**config.mk**
```make
export PLATFORM = sky130hd
export DESIGN_NAME = if_fetch_unit
export DESIGN_NICKNAME = d
export VERILOG_FILES = /design/src/rtl/fetch_pkg.sv /design/src/rtl/if_fetch_unit.sv
export SDC_FILE = /design/constraint.sdc
export NUM_CORES = 1
export LEC_CHECK = 0
export ABC_AREA = 1
export CAP_MARGIN = 20
export CORE_AREA = 2 2 122 148
export DETAILED_ROUTE_END_ITERATION = 10
export DIE_AREA = 0 0 124 150
export GPL_ROUTABILITY_DRIVEN = 0
export GPL_TIMING_DRIVEN = 0
export PLACE_DENSITY = 0.84
export SLEW_MARGIN = 20
export SYNTH_ARGS = -nofsm -noshare
export SYNTH_HDL_FRONTEND = slang
export SYNTH_SLANG_ARGS = --single-unit
```
**constraint.sdc**
```tcl
create_clock -name clk -period 1.7 [get_ports clk]
set_clock_uncertainty 0.2 [all_clocks]
set_input_delay 0.34 -clock clk [delete_from_list [all_inputs] [get_ports clk]]
set_output_delay 0.34 -clock clk [all_outputs]
set_load 0.01 [all_outputs]
```
**src/rtl/fetch_pkg.sv**
```systemverilog
// Shared types and constants for the instruction fetch stage.
package fetch_pkg;

  localparam logic [31:0] NOP_INSTR = 32'h0000_0013;

  typedef enum logic [1:0] {
    REQ,
    WAIT,
    HOLD
  } fetch_state_t;

endpackage

```
**src/rtl/if_fetch_unit.sv**
```systemverilog
// Instruction fetch stage: one outstanding imem request, a 1-entry skid
// buffer, stall backpressure and EX/MEM redirect with wrong-path kill.
module if_fetch_unit
  import fetch_pkg::*;
#(
  parameter logic [31:0] RESET_PC = 32'h0000_0000
) (
  input  logic        clk,
  input  logic        reset_n,
  input  logic        stall,
  input  logic        ex_mem_taken,
  input  logic [31:0] ex_mem_target,
  output logic        imem_req,
  output logic [31:0] imem_addr,
  input  logic        imem_gnt,
  input  logic        imem_rvalid,
  input  logic [31:0] imem_rdata,
  output logic [31:0] pc,
  output logic [31:0] instruction,
  output logic        valid
);

  fetch_state_t state_q, state_d;

  logic        run_q;
  logic [31:0] fetch_pc_q, fetch_pc_d;
  logic        kill_q, kill_d;
  logic [31:0] pc_q, pc_d;
  logic [31:0] instr_q, instr_d;
  logic        valid_q, valid_d;
  logic [31:0] skid_pc_q, skid_pc_d;
  logic [31:0] skid_data_q, skid_data_d;
  logic        skid_valid_q, skid_valid_d;
  logic        slot_free;

  // run_q keeps imem_req low until the first edge after reset release
  assign imem_req  = run_q && (state_q == REQ);
  assign imem_addr = fetch_pc_q;
  assign slot_free = !valid_q || !stall;

  assign pc          = pc_q;
  assign instruction = instr_q;
  assign valid       = valid_q;

  always_ff @(posedge clk or negedge reset_n) begin
    if (!reset_n) begin
      state_q <= REQ;
    end else begin
      state_q <= state_d;
    end
  end

  always_comb begin
    state_d      = state_q;
    fetch_pc_d   = fetch_pc_q;
    kill_d       = kill_q;
    pc_d         = pc_q;
    instr_d      = instr_q;
    valid_d      = valid_q;
    skid_pc_d    = skid_pc_q;
    skid_data_d  = skid_data_q;
    skid_valid_d = skid_valid_q;

    if (valid_q && !stall) valid_d = 1'b0;

    unique case (state_q)
      REQ: begin
        if (imem_req && imem_gnt) state_d = WAIT;
      end
      WAIT: begin
        if (imem_rvalid) begin
          state_d = REQ;
          unique case (1'b1)
            kill_q: kill_d = 1'b0;
            (!kill_q && slot_free): begin
              pc_d       = fetch_pc_q;
              instr_d    = imem_rdata;
              valid_d    = 1'b1;
              fetch_pc_d = fetch_pc_q + 32'd4;
            end
            default: begin
              skid_pc_d    = fetch_pc_q;
              skid_data_d  = imem_rdata;
              skid_valid_d = 1'b1;
              fetch_pc_d   = fetch_pc_q + 32'd4;
              state_d      = HOLD;
            end
          endcase
        end
      end
      HOLD: begin
        if (slot_free && skid_valid_q) begin
          pc_d         = skid_pc_q;
          instr_d      = skid_data_q;
          valid_d      = 1'b1;
          skid_valid_d = 1'b0;
          state_d      = REQ;
        end
      end
      default: state_d = REQ;
    endcase

    // redirect wins over stall and any response landing this cycle
    if (ex_mem_taken) begin
      pc_d         = 32'd0;
      instr_d      = NOP_INSTR;
      valid_d      = 1'b0;
      skid_valid_d = 1'b0;
      fetch_pc_d   = ex_mem_target & ~32'd3;
      unique case (state_q)
        REQ: begin
          kill_d  = imem_req && imem_gnt;
          state_d = (imem_req && imem_gnt) ? WAIT : REQ;
        end
        WAIT: begin
          kill_d  = !imem_rvalid;
          state_d = imem_rvalid ? REQ : WAIT;
        end
        HOLD:    state_d = REQ;
        default: state_d = REQ;
      endcase
    end
  end

  always_ff @(posedge clk or negedge reset_n) begin
    if (!reset_n) begin
      run_q        <= 1'b0;
      fetch_pc_q   <= RESET_PC;
      kill_q       <= 1'b0;
      pc_q         <= 32'd0;
      instr_q      <= NOP_INSTR;
      valid_q      <= 1'b0;
      skid_pc_q    <= 32'd0;
      skid_data_q  <= NOP_INSTR;
      skid_valid_q <= 1'b0;
    end else begin
      run_q        <= 1'b1;
      fetch_pc_q   <= fetch_pc_d;
      kill_q       <= kill_d;
      pc_q         <= pc_d;
      instr_q      <= instr_d;
      valid_q      <= valid_d;
      skid_pc_q    <= skid_pc_d;
      skid_data_q  <= skid_data_d;
      skid_valid_q <= skid_valid_d;
    end
  end

endmodule
```
==> Word level (Yosys, flattened, before mapping) <==
Index checks and enable logic that the tools add are counted.
{ "totals": {"register_bits": 166, "latchBits": 0, "mem_bits_rw": 0, "romBits": 0, "in_bits": 70, "output_inout_bits": 98, "n_memories": 0} }
{ "op_classes": {"n_addsub": 1, "mul": 0, "div": 0, "n_lt_le_gt_ge": 0, "eq_ne": 8, "n_shift": 0, "mux": 38, "bitwise": 1, "n_reduce_logical": 20} }
{ "op_table": {"columns": ["cell", "n"], "rows": [
  ["two-way mux 32 bit", 12],
  ["case mux 32 bit (2 select lines)", 2],
  ["adder 32 x 3 -> 32 bit, second input constant", 1],
  ["two-way mux 1 bit", 14],
  ["inequality test 3 bit, second input constant", 4],
  ["two-way mux 2 bit", 5],
  ["AND reduction 3 bit", 3],
  ["case mux 1 bit (2 select lines)", 4],
  ["AND reduction 4 bit", 2],
  ["case mux 2 bit (3 select lines)", 1],
  ["logical AND 1 bit", 5],
  ["logical NOT 1 bit", 4],
  ["nonzero test 2 bit", 2],
  ["inequality test 3 x 2 -> 1 bit, second input constant", 1],
  ["nonzero test 3 bit", 1],
  ["equality test 2 x 1 -> 1 bit, second input constant", 1],
  ["equality test 2 bit, second input constant", 1],
  ["logical NOT 2 bit", 1],
  ["inequality test 2 bit, second input constant", 1],
  ["OR reduction 2 bit", 1],
  ["logical OR 1 bit", 1],
  ["inverter 1 bit", 1]
]} }

==> Longest topological paths before layout <==
{ "depth": {"ltp_word": 8, "depth_mapped": 10, "mapped_depth_nobuf": 10} }

==> Worst setup path before layout <==
Ideal clock, no wire load.
{ "synth_path": {"path_kind": "register to register", "start": "register state_q[1]", "end": "register fetch_pc_q[16] (netlist: imem_addr[16])", "setup_time_ns": 0.128, "arrival_ns": 1.449, "t_required_ns": 1.372, "setup_slack_ns": -0.077, "path_stages_with_launch": 10, "path_buffers": 1, "synth_period_minus_slack_ns": 1.777, "cell_sequence": "dfrtp_1 -> inv_1 -> ha_1 -> nand2_1 -> nor2_2 -> inv_1 -> nand2_1 -> buf_2 -> o21ai_0 -> o21bai_1"} }
{ "synth_between": {"elab_chain_len": 3} }
{ "synth_rtl": {"columns": ["element", "line_no", "rtl"], "rows": [
  ["start: declaration", "if_fetch_unit.sv:23", "fetch_state_t state_q, state_d;"],
  ["start signal: assignment", "if_fetch_unit.sv:49", "state_q <= state_d;"],
  ["equality test 2 x 1 -> 1 bit", "if_fetch_unit.sv:66", "unique case (state_q)"],
  ["nonzero test 2 bit (no line)", null, null],
  ["AND reduction 3 bit (no line)", null, null],
  ["end signal: assignment", "if_fetch_unit.sv:138", "fetch_pc_q <= fetch_pc_d;"],
  ["end: declaration", "if_fetch_unit.sv:26", "logic [31:0] fetch_pc_q, fetch_pc_d;"]
]} }
Every way passes these cells.
A chain may end at the register's enable or synchronous reset.

==> Final worst setup path <==
{ "layout_path": {"start": "register fetch_pc_q[4] (netlist: imem_addr[4])", "end": "register fetch_pc_q[24] (netlist: imem_addr[24])"} }
{ "layout_between": {"elab_chain_len": 5} }
{ "layout_rtl": {"columns": ["element", "line_no", "rtl"], "rows": [
  ["adder 32 x 3 -> 32 bit", "if_fetch_unit.sv:79, if_fetch_unit.sv:85", null],
  ["two-way mux 32 bit", null, null],
  ["two-way mux 32 bit", "if_fetch_unit.sv:71", "if (imem_rvalid) begin"],
  ["two-way mux 32 bit", "if_fetch_unit.sv:66", null],
  ["two-way mux 32 bit", "if_fetch_unit.sv:104", "if (ex_mem_taken) begin"]
]} }
Every way passes these cells. The select of a mux whose other input is x is not followed.

==> impl_metrics.env <==
export IMPL_peak_supply_drop_mv=0.863
export IMPL_slowest_cp_cell="dfrtp_1"
export IMPL_synth_edff_count=0
export IMPL_max_freq_ghz=0.458
export IMPL_grt_pass1_wl_um=44700
export IMPL_period_share=1.28
export IMPL_cts_root_buf="clkbuf_16"
export IMPL_cap_viol_max_count=0
export IMPL_route_antenna_remaining_nets=0
export IMPL_numPortBuffers=162
export IMPL_most_common_flop_cell_mapped_by_yosys="dfrtp_1"
export IMPL_report_final_setup_viol=159
export IMPL_worstSetupEndpointType="flip-flop"
export IMPL_path_clk_slew_ns=0.07
export IMPL_worstHoldPathType="in -> reg"
export IMPL_die_h_um=150
export IMPL_yosys_warnings=0
export IMPL_number_of_synthesized_register_bits=161
export IMPL_run_status="finished with violations"
export IMPL_number_of_global_route_vias_before_repair=8726
export IMPL_setup_tns_ns=-33.31
export IMPL_die_width_um=124
export IMPL_criticalPathCategory="reg -> reg"
export IMPL_startpoint_type="flip-flop"
export IMPL_cts_buffers=17
export IMPL_detail_route_iter0_violations=1329
export IMPL_timing_final_max_slew_violations=0
export IMPL_synthesis_instances=978
export IMPL_minimum_clock_period_after_layout_ns=2.18
export IMPL_row_count=53
export IMPL_io_pins=168
export IMPL_critical_path_cell_chain="buf_4, nand2_1, nor2_4, nand2_2, nor2_4, nand2_1, nand2_1, nand3_1, nand2_2, nand2_2"
export IMPL_nNetsFinal=1326
export IMPL_coreArea_sq_um=17200
export IMPL_grt_remaining_overflow=0
export IMPL_critical_path_required_ns=1.83
export IMPL_maxSlewHeadroom=0.426
export IMPL_firstDrtPassIters=6
export IMPL_wl_per_cell_um=22.4
export IMPL_number_of_design_rule_violations_left_after_detail_routing=0
export IMPL_grt_usage=0.314
export IMPL_power_static_leakage_nw=5.80
export IMPL_synth_sequential_area_ratio=0.521
export IMPL_cts_htree_levels=4
export IMPL_path_buf_inv=1
export IMPL_asyncSetResetFlopFracSynth=1.00
export IMPL_clockBufferDepth=2
export IMPL_power_density_nw_per_um2=1380
export IMPL_synth_area_per_cell_sq_um=7.92
export IMPL_dpl_hpwl_um=16900
export IMPL_post_synth_instance_area_sq_um=7750
export IMPL_unrepaired_setup_endpoints_after_global_routing="true"
export IMPL_floorplan_initialDensity=0.449
export IMPL_drt_total_wl_um=33300
export IMPL_crit_family="simple AND/OR/NAND/NOR gates"
export IMPL_cp_slowest_stage_delay_ns=0.43
export IMPL_route_detailed_vias_per_inst=6.23
export IMPL_dp_worst_setup_slack_ns=-0.717
export IMPL_crit_path_max_fanout=7
export IMPL_timing_critical_path_arrival_ns=2.31
export IMPL_grt_max_degree=85
export IMPL_die_area_sq_um=18600
export IMPL_synth_distinct_cells=30
export IMPL_violations="setup timing"
export IMPL_transition_time_of_the_tightest_slew_check_pin_ns=0.860
export IMPL_drive_gt1_frac=0.338
export IMPL_initial_antenna_violation_count=1
export IMPL_layout_setup_ws_ns=-0.482
export IMPL_timing_hold_violations_final=0
export IMPL_clock_sinks=161
export IMPL_layout_area_overhead_vs_synth_pct=63.7
export IMPL_cts_tree="built"
export IMPL_detailroute_via_count=9259
export IMPL_clock_latency_on_the_worst_skew_pair_ns=0.44
per-stage QoR:
| stage | area [sq um] | power [W] | hold WS [ns] | std cells | util |
|---|---|---|---|---|---|
| 2_1_floorplan | 7800 | 0.00849 | -0.156 | 979 | - |
| 3_3_place_gp | 9690 | 0.0112 | 0.254 | 1361 | 0.562 |
| 3_5_place_dp | 9730 | 0.0114 | 0.172 | 1362 | 0.564 |
| 4_1_cts | 11700 | 0.0160 | 0.0970 | 1467 | 0.677 |
| 5_1_grt | 12700 | 0.0183 | 0.173 | 1486 | 0.736 |
| 6_report | 12700 | 0.0175 | 0.170 | 1486 | 0.736 |
power breakdown:
part | total [W] | internal, W | switching (W)
Combinational | 0.00725 | 0.00336 | 0.00390
Sequential | 0.00609 | 0.00514 | 0.000950
Clock | 0.00416 | 0.00249 | 0.00167
Total | 0.0175 | 0.0110 | 0.00652
path summary, 6_finish.rpt:
kind / startpoint / to / slack [ns] / cells after the start
setup / recovery: imem_addr[4] / imem_addr[24] / -0.48 / 10
hold / removal: ex_mem_taken / kill_q / 0.17 / 3
setup reg to reg: imem_addr[4] / imem_addr[24] / -0.48 / 10
hold reg to reg: skid_data_q[12] / skid_data_q[12] / 0.29 / 2
max in group asynchronous: reset_n / skid_data_q[0] / 0.14 / 3
min in group asynchronous: reset_n / pc[11] / 0.29 / 2
layout make-up:
| cell class | count | area [sq um] |
|---|---|---|
| antenna | 1 | 2.50 |
| buffer | 55 | 562 |
| clock buffer | 22 | 484 |
| clock inverter | 10 | 150 |
| fill | 1097 | 4560 |
| inverter | 49 | 219 |
| multi-input combinational | 710 | 4340 |
| sequential | 161 | 4060 |
| tap | 220 | 275 |
| timing repair buffer | 258 | 2590 |
placed cells by master (no fill, tap or decap), drive strengths merged, types with 49 or more instances in the layout:
cell type      Yosys  routed
dfrtp            155     155
inv               49      49
a31oi             63      63
nand2            294     295
nor2             123     123
nand3            137     137
buf               28     126
clkbuf            32      59
dlygate4sd2        0      71
clkdlybuf4s50      0      65
repair_timing:
action | 4_1_cts | 5_1_grt
pin swaps | 28 | 17
hold endpoints to repair | 77 | 0
setup endpoints to repair | 252 | 174
hold buffers | 1 | 0
gates cloned | 8 | 7
setup buffers | 67 | 15
resized for setup | 371 | 227
state kept, by name, summed over array words and instances, names as in the netlist:
| register | flops |
|---|---|
| imem_addr | 30 |
| instruction | 32 |
| kill_q | 1 |
| pc | 31 |
| run_q | 1 |
| skid_data_q | 32 |
| skid_pc_q | 30 |
| skid_valid_q | 1 |
| state_q | 2 |
| valid | 1 |
tightest hold or removal path, delay by kind of cell:
family          cells  cell delay, ns
compound gates      1            0.11
buf+inv             1            0.19
simple gates        1            0.12
layer usage:
metal | track usage | part of all wire
met5 | 0 | 0
met4 | 0.188 | 0.084
met3 | 0.0629 | 0.11
met2 | 0.519 | 0.48
met1 | 0.376 | 0.33
synthesized netlist by cell type, types with 4 or more instances:
cell type  instances  area share
inv_1             47       0.023
a31oi_1           63       0.051
nand2_1          294        0.14
clkbuf_1          32       0.016
xor2_1             6      0.0068
dfrtp_1          155        0.50
nand3_1          137       0.089
a21oi_1           11      0.0071
dfstp_2            6       0.020
mux2_2             4      0.0058
o21ai_0           40       0.026
o211ai_1           4      0.0039
o21ai_1            4      0.0026
nor2_1           117       0.057
buf_4             11       0.011
buf_2             15      0.0097
ha_1               4      0.0065
nor2_2             4      0.0032
kinds of logic (layout without fill, tap and decap cells):
group,count (synthesis),in the layout,share of synthesized area
xor gates and xnor gates,7,7,0.00791
muxes,4,4,0.00581
buffers and inverters,109,394,0.0606
DFF,161,161,0.521
adders and majority gates,4,4,0.00646
and+or+nand+nor,562,563,0.300
AOI/OAI and AO/OA,129,129,0.0974
other,2,4,0.000969
Note: power is estimated with default switching activity, not from simulation.
